$ cat src/rtl/uart_arb_pkg.sv
// ---------------------------------------------------------------------------
// uart_arb_pkg
// Shared definitions for the two-requester UART transmit arbiter.
//   - arb_state_t      : arbiter FSM state encoding
//   - ASCII_CR/ASCII_LF : line terminator bytes appended when the
//                         UART_ARB_CRLF_EN macro is defined
//   - MAXBYTES_DEFAULT  : default maximum message length in bytes
// Configuration macro: UART_ARB_CRLF_EN (adds the CR and LF states).
// ---------------------------------------------------------------------------
package uart_arb_pkg;

    localparam int MAXBYTES_DEFAULT = 8;

    localparam logic [7:0] ASCII_CR = 8'h0D;
    localparam logic [7:0] ASCII_LF = 8'h0A;

`ifdef UART_ARB_CRLF_EN
    typedef enum logic [2:0] {
        IDLE,
        SEND,
        WAIT,
        CR,
        LF
    } arb_state_t;
`else
    typedef enum logic [1:0] {
        IDLE,
        SEND,
        WAIT
    } arb_state_t;
`endif

endpackage

$ cat src/rtl/uart_arb_rr.sv
// ---------------------------------------------------------------------------
// uart_arb_rr
// Two-way round-robin pick. A lone requester wins outright; on a tie the
// requester that was not granted last time wins.
// Ports:
//   req_valid  [1:0] in  : per-requester pending flags
//   last_grant       in  : index of the most recently granted requester
//   winner           out : index of the requester picked this cycle
//   any              out : at least one requester is pending
// ---------------------------------------------------------------------------
module uart_arb_rr
    import uart_arb_pkg::*;
(
    input  logic [1:0] req_valid,
    input  logic       last_grant,
    output logic       winner,
    output logic       any
);

    // On a tie, alternate away from the last grant; otherwise the only
    // pending requester wins (req_valid[1] is the winner index directly).
    always_comb begin
        any = |req_valid;
        if (&req_valid) begin
            winner = ~last_grant;
        end else begin
            winner = req_valid[1];
        end
    end

endmodule

$ cat src/rtl/uart_tx_arbiter.sv
// ---------------------------------------------------------------------------
// uart_tx_arbiter
// Arbitrates two message requesters onto a single UART transmitter. A
// granted message is latched and streamed byte by byte through a
// start/ready handshake with the transmitter.
// Configuration macro: UART_ARB_CRLF_EN -- when defined, every non-empty
// message is followed by CR (0x0D) and LF (0x0A).
// Ports:
//   clk                      in  : system clock, rising edge
//   rst                      in  : synchronous active-high reset
//   req_valid  [1:0]         in  : per-requester message pending
//   req_ready  [1:0]         out : one-cycle message-accepted pulse
//   req_buf0/1 [8*MAXBYTES]  in  : message bytes, byte 0 in [7:0], sent first
//   req_cnt0/1 [3:0]         in  : message byte count
//   tstart                   out : one-cycle start pulse to the transmitter
//   tbus       [7:0]         out : byte presented to the transmitter
//   tready                   in  : transmitter idle
//   busy                     out : FSM is not in IDLE
//   grant                    out : index of the most recently accepted requester
// ---------------------------------------------------------------------------
module uart_tx_arbiter
    import uart_arb_pkg::*;
#(
    parameter int MAXBYTES = MAXBYTES_DEFAULT
)
(
    input  logic                  clk,
    input  logic                  rst,
    input  logic [1:0]            req_valid,
    output logic [1:0]            req_ready,
    input  logic [8*MAXBYTES-1:0] req_buf0,
    input  logic [8*MAXBYTES-1:0] req_buf1,
    input  logic [3:0]            req_cnt0,
    input  logic [3:0]            req_cnt1,
    output logic                  tstart,
    output logic [7:0]            tbus,
    input  logic                  tready,
    output logic                  busy,
    output logic                  grant
);

    // The byte index must reach cnt+2 so the CR and LF slots can follow
    // the last message byte, and must be at least as wide as req_cnt so
    // clamping compares the full incoming count.
    localparam int CW = ($clog2(MAXBYTES + 3) > 4) ? $clog2(MAXBYTES + 3) : 4;
    localparam logic [CW-1:0] MAX_CNT = CW'(MAXBYTES);

    arb_state_t            state;
    logic [8*MAXBYTES-1:0] msg_buf;
    logic [CW-1:0]         msg_cnt;
    logic [CW-1:0]         idx;
    logic [CW-1:0]         idx_next;
    logic [CW-1:0]         cnt_in;
    logic [CW-1:0]         cnt_clamped;
    logic [8*MAXBYTES-1:0] sel_buf;
    logic [7:0]            cur_byte;
    logic                  winner;
    logic                  any;

    uart_arb_rr u_rr (
        .req_valid  (req_valid),
        .last_grant (grant),
        .winner     (winner),
        .any        (any)
    );

    // Select the winner's message and clamp oversized counts so the byte
    // index never walks past the end of the buffer.
    always_comb begin
        sel_buf = winner ? req_buf1 : req_buf0;
        cnt_in  = winner ? CW'(req_cnt1) : CW'(req_cnt0);
        if (cnt_in > MAX_CNT) begin
            cnt_clamped = MAX_CNT;
        end else begin
            cnt_clamped = cnt_in;
        end
    end

    // Byte currently addressed by idx within the latched message.
    always_comb begin
        cur_byte = 8'h00;
        for (int i = 0; i < MAXBYTES; i++) begin
            if (idx == CW'(i)) begin
                cur_byte = msg_buf[8*i +: 8];
            end
        end
        idx_next = idx + CW'(1);
    end

    // Main FSM. All outputs are registered; busy is updated alongside
    // every state change so it always mirrors "state != IDLE".
    // Acceptance is blocked while req_ready is still high so a requester
    // gets one cycle to drop or replace its request after the pulse.
    always_ff @(posedge clk) begin
        if (rst) begin
            state     <= IDLE;
            req_ready <= 2'b00;
            tstart    <= 1'b0;
            tbus      <= 8'h00;
            busy      <= 1'b0;
            grant     <= 1'b1;
            idx       <= '0;
            msg_buf   <= '0;
            msg_cnt   <= '0;
        end else begin
            req_ready <= 2'b00;
            tstart    <= 1'b0;
            case (state)
                IDLE: begin
                    if (any && (req_ready == 2'b00)) begin
                        req_ready <= winner ? 2'b10 : 2'b01;
                        msg_buf   <= sel_buf;
                        msg_cnt   <= cnt_clamped;
                        grant     <= winner;
                        idx       <= '0;
                        if (cnt_clamped == '0) begin
                            state <= IDLE;
                            busy  <= 1'b0;
                        end else begin
                            state <= SEND;
                            busy  <= 1'b1;
                        end
                    end
                end

                SEND: begin
                    if (tready) begin
                        tstart <= 1'b1;
                        tbus   <= cur_byte;
                        state  <= WAIT;
                    end
                end

                // The transmitter drops tready once it has taken the byte;
                // only then is the slot considered consumed.
                WAIT: begin
                    if (!tready) begin
                        idx <= idx_next;
                        if (idx_next < msg_cnt) begin
                            state <= SEND;
`ifdef UART_ARB_CRLF_EN
                        end else if (idx_next == msg_cnt) begin
                            state <= CR;
                        end else if (idx_next == (msg_cnt + CW'(1))) begin
                            state <= LF;
`endif
                        end else begin
                            state <= IDLE;
                            busy  <= 1'b0;
                        end
                    end
                end

`ifdef UART_ARB_CRLF_EN
                CR: begin
                    if (tready) begin
                        tstart <= 1'b1;
                        tbus   <= ASCII_CR;
                        state  <= WAIT;
                    end
                end

                LF: begin
                    if (tready) begin
                        tstart <= 1'b1;
                        tbus   <= ASCII_LF;
                        state  <= WAIT;
                    end
                end
`endif

                default: begin
                    state <= IDLE;
                    busy  <= 1'b0;
                end
            endcase
        end
    end

endmodule

$ cat config.mk
export PLATFORM = sky130hd
export DESIGN_NAME = uart_tx_arbiter
export DESIGN_NICKNAME = d
export VERILOG_FILES = /design/src/rtl/uart_arb_pkg.sv /design/src/rtl/uart_arb_rr.sv /design/src/rtl/uart_tx_arbiter.sv
export SDC_FILE = /design/constraint.sdc
export NUM_CORES = 1
export LEC_CHECK = 0
export BUFFER_PORTS_ARGS = -buffer_cell sky130_fd_sc_hd__buf_2
export CAP_MARGIN = 5
export CORE_UTILIZATION = 30
export DETAILED_ROUTE_END_ITERATION = 6
export SETUP_SLACK_MARGIN = 0.02
export SYNTH_ARGS = -nofsm -noshare
export SYNTH_HDL_FRONTEND = slang
export SYNTH_SLANG_ARGS = --single-unit
$ cat constraint.sdc
create_clock -name clk -period 2.7 [get_ports clk]
set_input_delay 0.54 -clock clk [delete_from_list [all_inputs] [get_ports clk]]
set_output_delay 0.54 -clock clk [all_outputs]
set_load 0.01 [all_outputs]
### After elaboration in Yosys (flattened, before gate mapping)

Cells that the tools add are included.

* bits in registers: 87
* input bits: 141
* output and inout bits: 13
* logic and storage cells: 72

* add/sub/neg operators: 1
* order comparisons: 2
* eq/ne operators: 13
* mux-type cells: 28
* bitwise logic cells: 4
* reductions and logical operators: 15

Operators with widths (number)
* 64-bit 2-to-1 mux: 1
* 8-bit 2-to-1 mux: 8
* 4-bit by 3-bit == test with 1-bit output (second input constant): 4
* 4-bit 2-to-1 mux: 4
* 4-bit by 2-bit == test with 1-bit output (second input constant): 2
* 4-bit zero test: 2
* 1-bit 2-to-1 mux: 8
* 2-bit 2-to-1 mux: 4
* 2-bit inequality test (second input constant): 4
* 4-bit one-hot mux with 2 select lines: 1
* 2-bit one-hot mux with 3 select lines: 1
* 2-bit AND reduction: 3
* 3-bit AND reduction: 2
* 4-bit by 1-bit adder with 4-bit output (second input constant): 1
* 4-bit by 1-bit == test with 1-bit output (second input constant): 1
* 4-bit greater-than comparator (second input constant): 1
* 2-bit zero test: 2
* 4-bit less-than comparator: 1
* 1-bit inverter: 4
* 4-bit AND reduction: 1
* 2-bit OR reduction: 2
* 1-bit one-hot mux with 3 select lines: 1
* 3-bit OR reduction: 1
* 2-bit by 1-bit == test with 1-bit output (second input constant): 1
* 3 further kinds: 3

### Depth between registers and ports, before layout

Gate-level depths: netlist (run 1).

* word-level depth: 9
* gate-level depth with buffers: 9
* mapped depth without buffers: 7

### Cells and area by module

A second synthesis (run 1) with hierarchy kept.

* cell total of the unflattened synthesis: 552
* area, all modules: 4984.8 um^2

Modules (own cells, without submodules)
* uart_tx_arbiter: times used 1, cells each 550, area an instance 4971.0 um^2, seq. area each 1741.7 um^2
* uart_arb_rr: times used 1, cells each 2, area an instance 13.8 um^2, seq. area each 0.0 um^2

### Least setup slack after synthesis (run 1)

OpenSTA, ideal clock, no wires.

* kind: flip-flop to flip-flop
* from: register idx[0]
* to: register busy
* setup time: 79 ps
* arrival: 2036 ps
* required time: 2621 ps
* path slack: 585 ps
* cell stages (with the launch flop): 10
* buffers on the path: 2
* clock period less this slack: 2115 ps
* cells stage by stage: dfxtp_1 > ha_1 > clkbuf_1 > clkbuf_1 > xor2_1 > ha_1 > a21o_1 > a31oi_1 > o311ai_0 > o211ai_1

* longest elaborated chain between the ends: 4

Ends and longest elaborated chain
* start, declared: line uart_tx_arbiter.sv:51 `logic [CW-1:0] idx;`
* start signal, assigned: line uart_tx_arbiter.sv:138 `idx <= idx_next;`
* 4-bit by 1-bit adder with 4-bit output: line uart_tx_arbiter.sv:87 `idx_next = idx + CW'(1);`
* 4-bit less-than comparator: line uart_tx_arbiter.sv:139 `if (idx_next < msg_cnt) begin`
* 2-bit inequality test (no line)
* 4-bit AND reduction (no line)
* end signal, assigned: line uart_tx_arbiter.sv:100 `busy <= 1'b0;`
* end signal, assigned: line uart_tx_arbiter.sv:118 `busy <= 1'b0;`
* end signal, assigned: line uart_tx_arbiter.sv:149 `busy <= 1'b0;`
* end, declared: line uart_tx_arbiter.sv:38 `output logic busy,`

Every way passes these cells.
A chain may end at the register's enable or synchronous reset.

### Worst setup path after layout (run 1)

* from: register idx[0]
* to: register tbus[5]

* longest elaborated chain between the ends: 9
* elaborated cells between the ends (all ways): 16
* classes of those cells: eq/ne (7); mux (8); reduce/logical (1)

Ends and longest elaborated chain
* 4-bit zero test: line uart_tx_arbiter.sv:83 `if (idx == CW'(i)) begin`
* 8-bit 2-to-1 mux (7 in a row): line uart_tx_arbiter.sv:83
* 8-bit 2-to-1 mux (*): line uart_tx_arbiter.sv:83
* end signal, assigned: line uart_tx_arbiter.sv:129 `tbus <= cur_byte;`
* end, declared: line uart_tx_arbiter.sv:36 `output logic [7:0] tbus,`

Every way passes the cells marked *; elsewhere a longest branch is shown, timed or not.

==> results of run 1 <==
[worst max-delay path, stage by stage (launching register included)]
cell and delay, ps:
dfxtp_1 430, inv_1 110, ha_1 410, o21ai_1 480
nand2_1 110, a31oi_1 320, o32ai_1 140
[registers in the layout, indices dropped and copies added (netlist names)]
signal     flops
state          2
tbus           8
idx            4
tstart         1
req_ready      2
msg_cnt        4
busy           1
msg_buf       64
grant          1
[area by class of cell]
type,count,area share [%]
clock inverters,1,0.0876
well taps,184,4.03
clock buffers,14,4.45
multi-input cells,475,45.1
flip-flops and latches,87,30.5
repair buffers,164,15.3
inverters,8,0.526
[layer usage]
layer / up-vias / routed length [um]
met3: 19 / 656
li1: 2432 / -
met2: 125 / 6070
met1: 2023 / 6620
met4: 0 / 208
met5: - / 0
[stage by stage]
| step | utilization, % | setup WS (ps) | hold WS [ps] | power [mW] | instances |
|---|---|---|---|---|---|
| after floorplan | - | 585 | 432 | 2.33 | 623 |
| after global placement | 37.1 | 584 | 460 | 2.69 | 918 |
| after detailed placement | 37.1 | 584 | 454 | 2.69 | 918 |
| after CTS | 38.9 | 563 | 438 | 3.84 | 933 |
| after global routing | 38.9 | 355 | 452 | 4.02 | 933 |
| final | 38.9 | 549 | 455 | 3.77 | 933 |
[worst paths after layout]
check                                  start          end  cells after the start
worst min-delay path            req_buf1[40]  msg_buf[40]                      3
worst min register to register    msg_cnt[1]   msg_cnt[1]                      1
worst max-delay path                  idx[0]      tbus[5]                      6
worst max register to register        idx[0]      tbus[5]                      6
[cells in the final DEF, fill, tap and decap left out, types with 9 or more instances in the layout]
cell type	instances
a31oi_1	9
dfxtp_1	87
nand2_1	180
o21ai_0	26
buf_2	153
a21oi_1	23
clkbuf_16	9
buf_4	9
nand2b_1	21
nand3b_1	11
nor2_1	75
a311oi_1	66
[power breakdown]
group	internal, mW	total [mW]	leakage [nW]	switching (mW)
Combinational	0.403	0.961	1.56	0.558
Clock	0.643	1.12	0.127	0.475
Sequential	1.52	1.69	0.719	0.171
[cell families (layout without fill, tap and decap cells)]
logic type	Yosys count	count (layout)	synth area share [%]
simple gates	313	313	29.5
buf+inv	61	187	5.47
xor+xnor	2	2	0.385
flops	87	87	38.2
compound gates	151	151	24.1
mux	2	2	0.439
fa+ha+maj	7	7	1.92
==> impl_metrics.toml, run 1 <==
[status]
outcome = "finished with violations"
violated_checks = "DRC"

[grt]
global_router_s_overall_resource_usage_pct = 17.7
grt_remaining_overflow = 0
top_usage_layer = "met2"
gr-usage-met1_pct = 23.8
antenna_found_initial = 0
groute.layer.met3.usage_pct = 4.02
grt_start_max_net_pins = 69
grt_pass1_vias = 4481
grt_use_met2_pct = 28.0
global_route_wire_length_before_repair_um = 22100

[clock_network]
cts.clk_slew.worst_paths_ps = 60
cts_repair_resize_count = 0
post_cts.repair.setup_buffers = 0
cts_sinks = 87
clock_tree.root_cell = "clkbuf_16"
h_tree_lvl_count = 3
tritoncts_clock_tree = "built"
clock_path_buffers = 2
cts.hold.buffers_added = 0
tritoncts.num_buffers = 9
clk_latency_ps = 340

[route]
vias_per_cell = 4.93
detail_route.iter0.violations = 298
route.detailed.wl_per_inst_um = 14.5
drt_drc_violations_left = 2
drt_wl_total_um = 13600
detail-route-antenna-nets = 0
routed-via-count = 4599
drt_pre_antenna_iters = 7

[worst_setup_path]
cp_max_fo = 17
startpoint_type = "register"
critPathArrivalTime_ps = 2350
critical_path_class = "reg -> reg"
reg2reg_setup_slack_ps = 550
critical_path_required_ps = 2900
worstSetupEndpointType = "register"

[synth]
ys_seq_elements = 87
synthesis.nets = 771
count_of_flip_flops_with_a_built_in_enable_after_synthesis = 0
post-synth-top-area-cell = "dfxtp_1"
netlist_area_um2 = 4560
synth_top_flop_cell = "dfxtp_1"
asyncSetResetFlopFracSynth_pct = 0
netlist_top_cells_area = "dfxtp_1 38%, nand2_1 15%, a311oi_1 13%, nor2_1 6.2%, nand2b_1 2.9%"
postSynthCellCount = 623
synth_top_area_share_pct = 38.2
synth_cell_types = 38
ys_top_cells_by_count = "181 x nand2_1, 87 x dfxtp_1, 75 x nor2_1"
avgSynthCellArea_um2 = 7.31
synth_warnings = 0
synth.most_common_cell = "nand2_1"
synth_seq_area_share_pct = 38.2

[sta]
timing.final.hold_violations = 0
totalNegativeSetupSlack_ps = 0
final_max_slew_viol_count = 0
maxSlewHeadroom_pct = 62.6
finClkSkew_ps = 3.83
rsz_0062_raised_after_global_routing = "no"
min_period_ps = 2150
period_share_pct = 79.7
fmax_ghz = 0.465
max_slew.worst_pin.slew_ps = 559
setup_viol_count_final = 0

[die]
placeableCoreArea_um2 = 14700
floorplan.rows = 44
floorplan.initialDensity_pct = 31.0
die-height_um = 125
chipWidth_um = 125
die_area_um2 = 15700
pin_count = 154

[placed_design]
dpl-instance-area_um2 = 5450
port_buffers = 153
detailed_placement_hpwl_um = 9890
gp_routability_congestion = 0.763

[power_and_ir_drop]
max-vdd-ir-drop_v = 0.000349
leakage_nw = 2.41
power.density_cell_area_nw_per_um2 = 660

[layout]
finish.net_count = 893
n_antenna_cell = 0
finished_layout_cell_area_um2 = 5710
area.growth.synth_to_final_pct = 25.4
final.fill_count = 1560
area_of_combinational_cells_with_multiple_inputs_um2 = 2580
regArea_um2 = 1740
drive_gt1_share_pct = 23.9

[flow_run]
drv.max_cap_violation_count = 0

[worst_hold_path]
min_path_type = "in -> reg"
No activity file was read; power rests on OpenSTA's default activity.
==> inputs of run 2 (changes only) <==
- clock period: 2.7 -> 2.1 ns (I/O delays scaled with it)
==> impl_metrics.toml, run 2 (synthesis gave the netlist of run 1 again) <==
[status]
outcome = "finished with violations"
violated_checks = "DRC"

[power_and_ir_drop]
leakage_nw = 2.46
power.density_cell_area_nw_per_um2 = 881
seq_power_share_pct = 42.5
power_frac_clock_pct = 33.0
cell_internal_pwr_mw = 3.56
p_sw_mw = 1.57
overall_power_mw = 5.13
max-vdd-ir-drop_v = 0.000499
comb_power_share_pct = 24.6
p_sw_share_pct = 30.7

[die]
floorplan.initialDensity_pct = 31.0
placeableCoreArea_um2 = 14700
chipWidth_um = 125
die_area_um2 = 15700
floorplan.rows = 44
pin_count = 154
die-height_um = 125

[route]
drt_pre_antenna_iters = 7
drt_wl_total_um = 13600
detail_route.iter0.violations = 261
detail-route-antenna-nets = 0
drt_drc_violations_left = 20
route.detailed.wl_per_inst_um = 14.5
routed-via-count = 4682
vias_per_cell = 5.00

[clock_network]
tritoncts.num_buffers = 9
cts_sinks = 87
cts.clk_slew.worst_paths_ps = 60
clock_path_buffers = 2
clk_latency_ps = 350
h_tree_lvl_count = 3
post_cts.repair.setup_buffers = 0
tritoncts_clock_tree = "built"
clock_tree.root_cell = "clkbuf_16"

[layout]
largest_register_ff_count = 64
regArea_um2 = 1740
n_antenna_cell = 0
drive_gt1_share_pct = 25.0
finalNonFillerCells = 937
registers.top_by_ff_count = "msg_buf"
final.fill_count = 1555
final_common_cell = "nand2_1"
reg.largest.list = "msg_buf x64, tbus x8"
finish.net_count = 897
area_of_combinational_cells_with_multiple_inputs_um2 = 2580
area.growth.synth_to_final_pct = 27.9
mostFrequentLayoutCells = "180 x nand2_1, 153 x buf_2, 87 x dfxtp_1, 75 x nor2_1, 66 x a311oi_1"

[sta]
timing.final.hold_violations = 0
maxSlewHeadroom_pct = 60.3
period_share_pct = 90.9
min_period_ps = 1910
final_max_slew_viol_count = 0
whs_ps = 332
fmax_ghz = 0.524
totalNegativeSetupSlack_ps = 0
setup_viol_count_final = 0
rsz_0062_raised_after_global_routing = "no"
finClkSkew_ps = 8.25
final_critical_path_setup_slack_ps = 192
max_slew.worst_pin.slew_ps = 594

[worst_setup_path]
cp_max_fo = 8
critPathArrivalTime_ps = 2110
worstSetupEndpointType = "register"
timing.critical_path.depth = 6
critical_path_class = "reg -> reg"
reg2regPathDepth = 6
startpoint_type = "register"
slowest_cell_on_crit_path = "o21ai_1"
critical_path.top_delay_family = "compound AO/OA/AOI/OAI gates"
critical_path_required_ps = 2300
cpPeakStageDelay_ps = 460
timing.critical_path.cells = "inv_1 > ha_1 > o21ai_1 > nand2_1 > a31oi_1 > o32ai_1"
cp.buffers_inverters = 1

[grt]
grt_remaining_overflow = 0
global_router_s_overall_resource_usage_pct = 17.9
grt_start_max_net_pins = 73
grt_pass1_vias = 4553
antenna_found_initial = 0
global_route_wire_length_before_repair_um = 22500

[placed_design]
port_buffers = 153
gp_routability_congestion = 0.871
pre_cts_ws_ps = 257
dp.cells = 922
detailed_placement_hpwl_um = 9970

[worst_hold_path]
worstHoldPathCells = 3
min_path_type = "in -> reg"

[flow_run]
drv.max_cap_violation_count = 0
[run 2: changes by cell type in the layout (fill, tap and decap cells not counted), sizes merged]
cell / change
clkinv: +1
buf: +4
bufinv: +2
clkbuf: -3
[run 2: path summary, 6_finish.rpt]
| kind | from | to | slack (ps) |
|---|---|---|---|
| min | req_buf0[37] | msg_buf[37] | 330 |
| max | idx[0] | tbus[5] | 190 |
| min reg2reg | msg_cnt[2] | msg_cnt[2] | 480 |
| max reg2reg | idx[0] | tbus[5] | 190 |
[run 2: area by class of cell]
class / count / share of cell area (%)
inverters: 8 / 0.515
flip-flops and latches: 87 / 29.9
well taps: 184 / 3.95
multi-input cells: 475 / 44.3
repair buffers: 168 / 15.9
clock buffers: 11 / 4.17
clock inverters: 4 / 1.20
[run 2: per-stage QoR]
step                cell area (um^2)  utilization, %
floorplan                       4560               -
global placement                5510            37.5
detailed placement              5510            37.5
CTS                             5820            39.6
global route                    5830            39.6
finish                          5830            39.6
[run 2: layer usage]
metal	share of wire, %	vias up	GRT usage, %
met4	1.1	0	4.59
met5	0	-	0
met2	45	133	29.0
li1	-	2445	-
met1	49	2094	23.8
met3	5.7	10	4.24
[run 2: power by group through the flow]
stage / combinational [mW] / sequential [mW] / clock [mW]
2_1_floorplan: 0.888 / 2.11 / 0
3_3_place_gp: 1.26 / 2.22 / 0
3_5_place_dp: 1.26 / 2.22 / 0
4_1_cts: 1.27 / 2.19 / 1.74
5_1_grt: 1.44 / 2.22 / 1.80
6_report: 1.26 / 2.18 / 1.69
[run 2: timing repair]
action | 4_1_cts | 5_1_grt
endpoints found under the setup margin | 0 | 3
gates resized for setup | 0 | 2
hold buffers | 0 | 0
[run 2: worst reg2reg max path: cells and delay by family, from the launching register on]
kind	cells	cell delay [ps]
adder cells (fa/ha/maj)	1	270
AND/OR/NAND/NOR	1	120
buffers and inverters	1	110
AO/OA/AOI/OAI	3	860
flip-flops	1	420
==> inputs of run 3 (changes only) <==
- ABC_CLOCK_PERIOD_IN_PS: not set -> 2100
- SYNTH_HIERARCHICAL: not set -> 1
==> impl_metrics.toml, run 3 <==
[grt]
grt_start_max_net_pins = 46
grt_pass1_vias = 3889
global_route_wire_length_before_repair_um = 19900
antenna_found_initial = 0
grt_remaining_overflow = 0
global_router_s_overall_resource_usage_pct = 15.2

[worst_setup_path]
reg2regPathDepth = 7
critical_path_required_ps = 2310
reg2reg_from = "idx[0]"
startpoint_type = "register"
timing.critical_path.cells = "inv_1 > ha_1 > ha_1 > a21boi_0 > o221ai_2 > o311ai_2 > a21oi_1"
cp.buffers_inverters = 1
critPathArrivalTime_ps = 2160
cpPeakStageDelay_ps = 370
worstSetupEndpointType = "register"
slowest_cell_on_crit_path = "dfxtp_2"
critical_path_class = "reg -> reg"
cp_max_fo = 6
reg2reg_setup_slack_ps = 150
critical_path.top_delay_family = "compound AO/OA/AOI/OAI gates"
timing.critical_path.mode_cell = "ha_1"
rr_endpoint = "busy"

[sta]
whs_ps = 388
max_slew.worst_pin.slew_ps = 663
maxSlewHeadroom_pct = 55.8
timing.final.hold_violations = 0
totalNegativeSetupSlack_ps = 0
setup_viol_count_final = 0
min_period_ps = 1950
rsz_0062_raised_after_global_routing = "no"
period_share_pct = 92.7
finClkSkew_ps = 9.65
fmax_ghz = 0.514
final_max_slew_viol_count = 0

[worst_hold_path]
timing.hold.worst.start = "tready"
hold_end = "state[1]"
min_path_type = "in -> reg"
worstHoldPathCells = 3

[layout]
registers.top_by_ff_count = "msg_buf"
mostFrequentLayoutCells = "152 x buf_2, 85 x dfxtp_1, 71 x nor2_1, 65 x mux2i_1, 50 x a211oi_2"
final.fill_count = 1651
reg.largest.list = "msg_buf x64, tbus x8"
drive_gt1_share_pct = 36.2
n_antenna_cell = 0
largest_register_ff_count = 64
finish.net_count = 837
area.growth.synth_to_final_pct = 26.1
final_common_cell = "buf_2"

[power_and_ir_drop]
leakage_nw = 2.61
max-vdd-ir-drop_v = 0.000405
cell_internal_pwr_mw = 3.54
p_sw_mw = 1.61
comb_power_share_pct = 27.3
p_sw_share_pct = 31.2
power_frac_clock_pct = 31.7
seq_power_share_pct = 40.9
power.density_cell_area_nw_per_um2 = 819

[route]
drt_pre_antenna_iters = 4
detail_route.iter0.violations = 256
route.detailed.wl_per_inst_um = 14.1
routed-via-count = 4303
detail-route-antenna-nets = 0
drt_drc_violations_left = 0
drt_wl_total_um = 12800
vias_per_cell = 4.73

[clock_network]
cts.hold.buffers_added = 0
tritoncts.num_buffers = 9
h_tree_lvl_count = 3
tritoncts_clock_tree = "built"
cts.clk_slew.worst_paths_ps = 70
clock_tree.root_cell = "clkbuf_16"
cts_sinks = 87
post_cts.repair.setup_buffers = 0
clock_path_buffers = 2
clk_latency_ps = 340
cts_repair_resize_count = 0

[synth]
post_synth_fa_ha_maj_area_fraction_pct = 1.76
synth-compound-area-share_pct = 28.5
post_synth_xor_area_fraction_pct = 0.351
synthesis.nets = 700
postSynthCellCount = 552
synth.most_common_cell = "dfxtp_1"
ys_top_cells_by_count = "87 x dfxtp_1, 71 x nor2_1, 65 x mux2i_1"
synth_top_area_share_pct = 34.9
synth_warnings = 6
ys_seq_elements = 87
synth_cell_types = 47
combinational_family_with_the_most_area_after_synthesis = "compound AO/OA/AOI/OAI gates"
netlist_top_cells_area = "dfxtp_1 35%, mux2i_1 13%, a211oi_2 13%, nor2_1 5.3%, o21ai_0 3.1%"
synth_top_flop_cell = "dfxtp_1"
post-synth-top-area-cell = "dfxtp_1"
synth_seq_area_share_pct = 34.9
yosys.area_share.simple_pct = 13.0
asyncSetResetFlopFracSynth_pct = 0
avgSynthCellArea_um2 = 9.03
muxShareOfSynthArea_pct = 13.1
netlist_area_um2 = 4980
count_of_flip_flops_with_a_built_in_enable_after_synthesis = 0

[placed_design]
gp_routability_congestion = 0.828
detailed_placement_hpwl_um = 9710
port_buffers = 153

[die]
placeableCoreArea_um2 = 16100
pin_count = 154
chipWidth_um = 131
die_area_um2 = 17100
floorplan.rows = 46
floorplan.initialDensity_pct = 31.0
die-height_um = 131

[flow_run]
drv.max_cap_violation_count = 0

[status]
outcome = "finished clean"
[run 3: cell count changes after synthesis, sizes merged, moves of 8 or more]
cell	previous run	this run
nand2	181	31
a211oi	0	69
a311oi	66	0
mux2i	2	65
inv	8	31
nand2b	21	5
clkbuf	34	22
nand3b	11	2
buf	19	27
o221ai	0	8
o32ai	8	0
[run 3: worst max-delay path by stage]
stage / endpoint / startpoint / slack [ps] / cells past startpoint
6_report: busy / idx[0] / 150 / 7
3_5_place_dp: busy / idx[0] / 110 / 7
4_1_cts: busy / idx[0] / 90 / 7
2_1_floorplan: busy / idx[0] / 50 / 9
5_1_grt: busy / idx[0] / 4 / 7
3_3_place_gp: busy / idx[0] / 110 / 7
[run 3: power by group through the flow]
stage | Clock, mW | Sequential [mW] | Combinational (mW)
after floorplan | 0 | 2.08 | 1.11
after global routing | 1.73 | 2.14 | 1.58
final | 1.63 | 2.11 | 1.41
after CTS | 1.67 | 2.11 | 1.41
after global placement | 0 | 2.14 | 1.39
after detailed placement | 0 | 2.14 | 1.41
[run 3: worst min-delay path, stage by stage]
cell and delay [ps]:
buf_2 150, nand2b_1 80, a21oi_1 40
[run 3: area by class of cell]
class                   count  area, um^2  area share, %
multi-input cells         385        2850           45.3
repair buffers            175         996           15.8
inverters                  31         116           1.85
clock buffers              11         253           4.02
clock inverters             5        56.3          0.896
flip-flops and latches     87        1740           27.7
well taps                 216         270           4.30
[run 3: layer usage]
metal  part of all wire [%]  global-route usage [%]
met5                      0                       0
met2                     42                    22.8
met1                     52                    21.6
met4                    1.9                    6.49
met3                    3.9                    2.00
[run 3: metrics by stage]
step	setup WS (ps)	utilization, %	cells	total power [mW]	area, um^2
floorplan	46.9	-	552	3.19	4990
global placement	110	37.1	894	3.53	5960
detailed placement	113	37.1	894	3.55	5960
CTS	91.7	39.0	910	5.19	6270
global route	4.48	39.1	910	5.44	6290
finish	153	39.1	910	5.15	6290
[run 3: kinds of logic after synthesis]
family / count (synthesis)
AO/OA/AOI/OAI: 173
AND/OR/NAND/NOR: 138
flip-flops: 87
buffers and inverters: 80
multiplexers: 65
adder cells (fa/ha/maj): 7
XOR/XNOR: 2
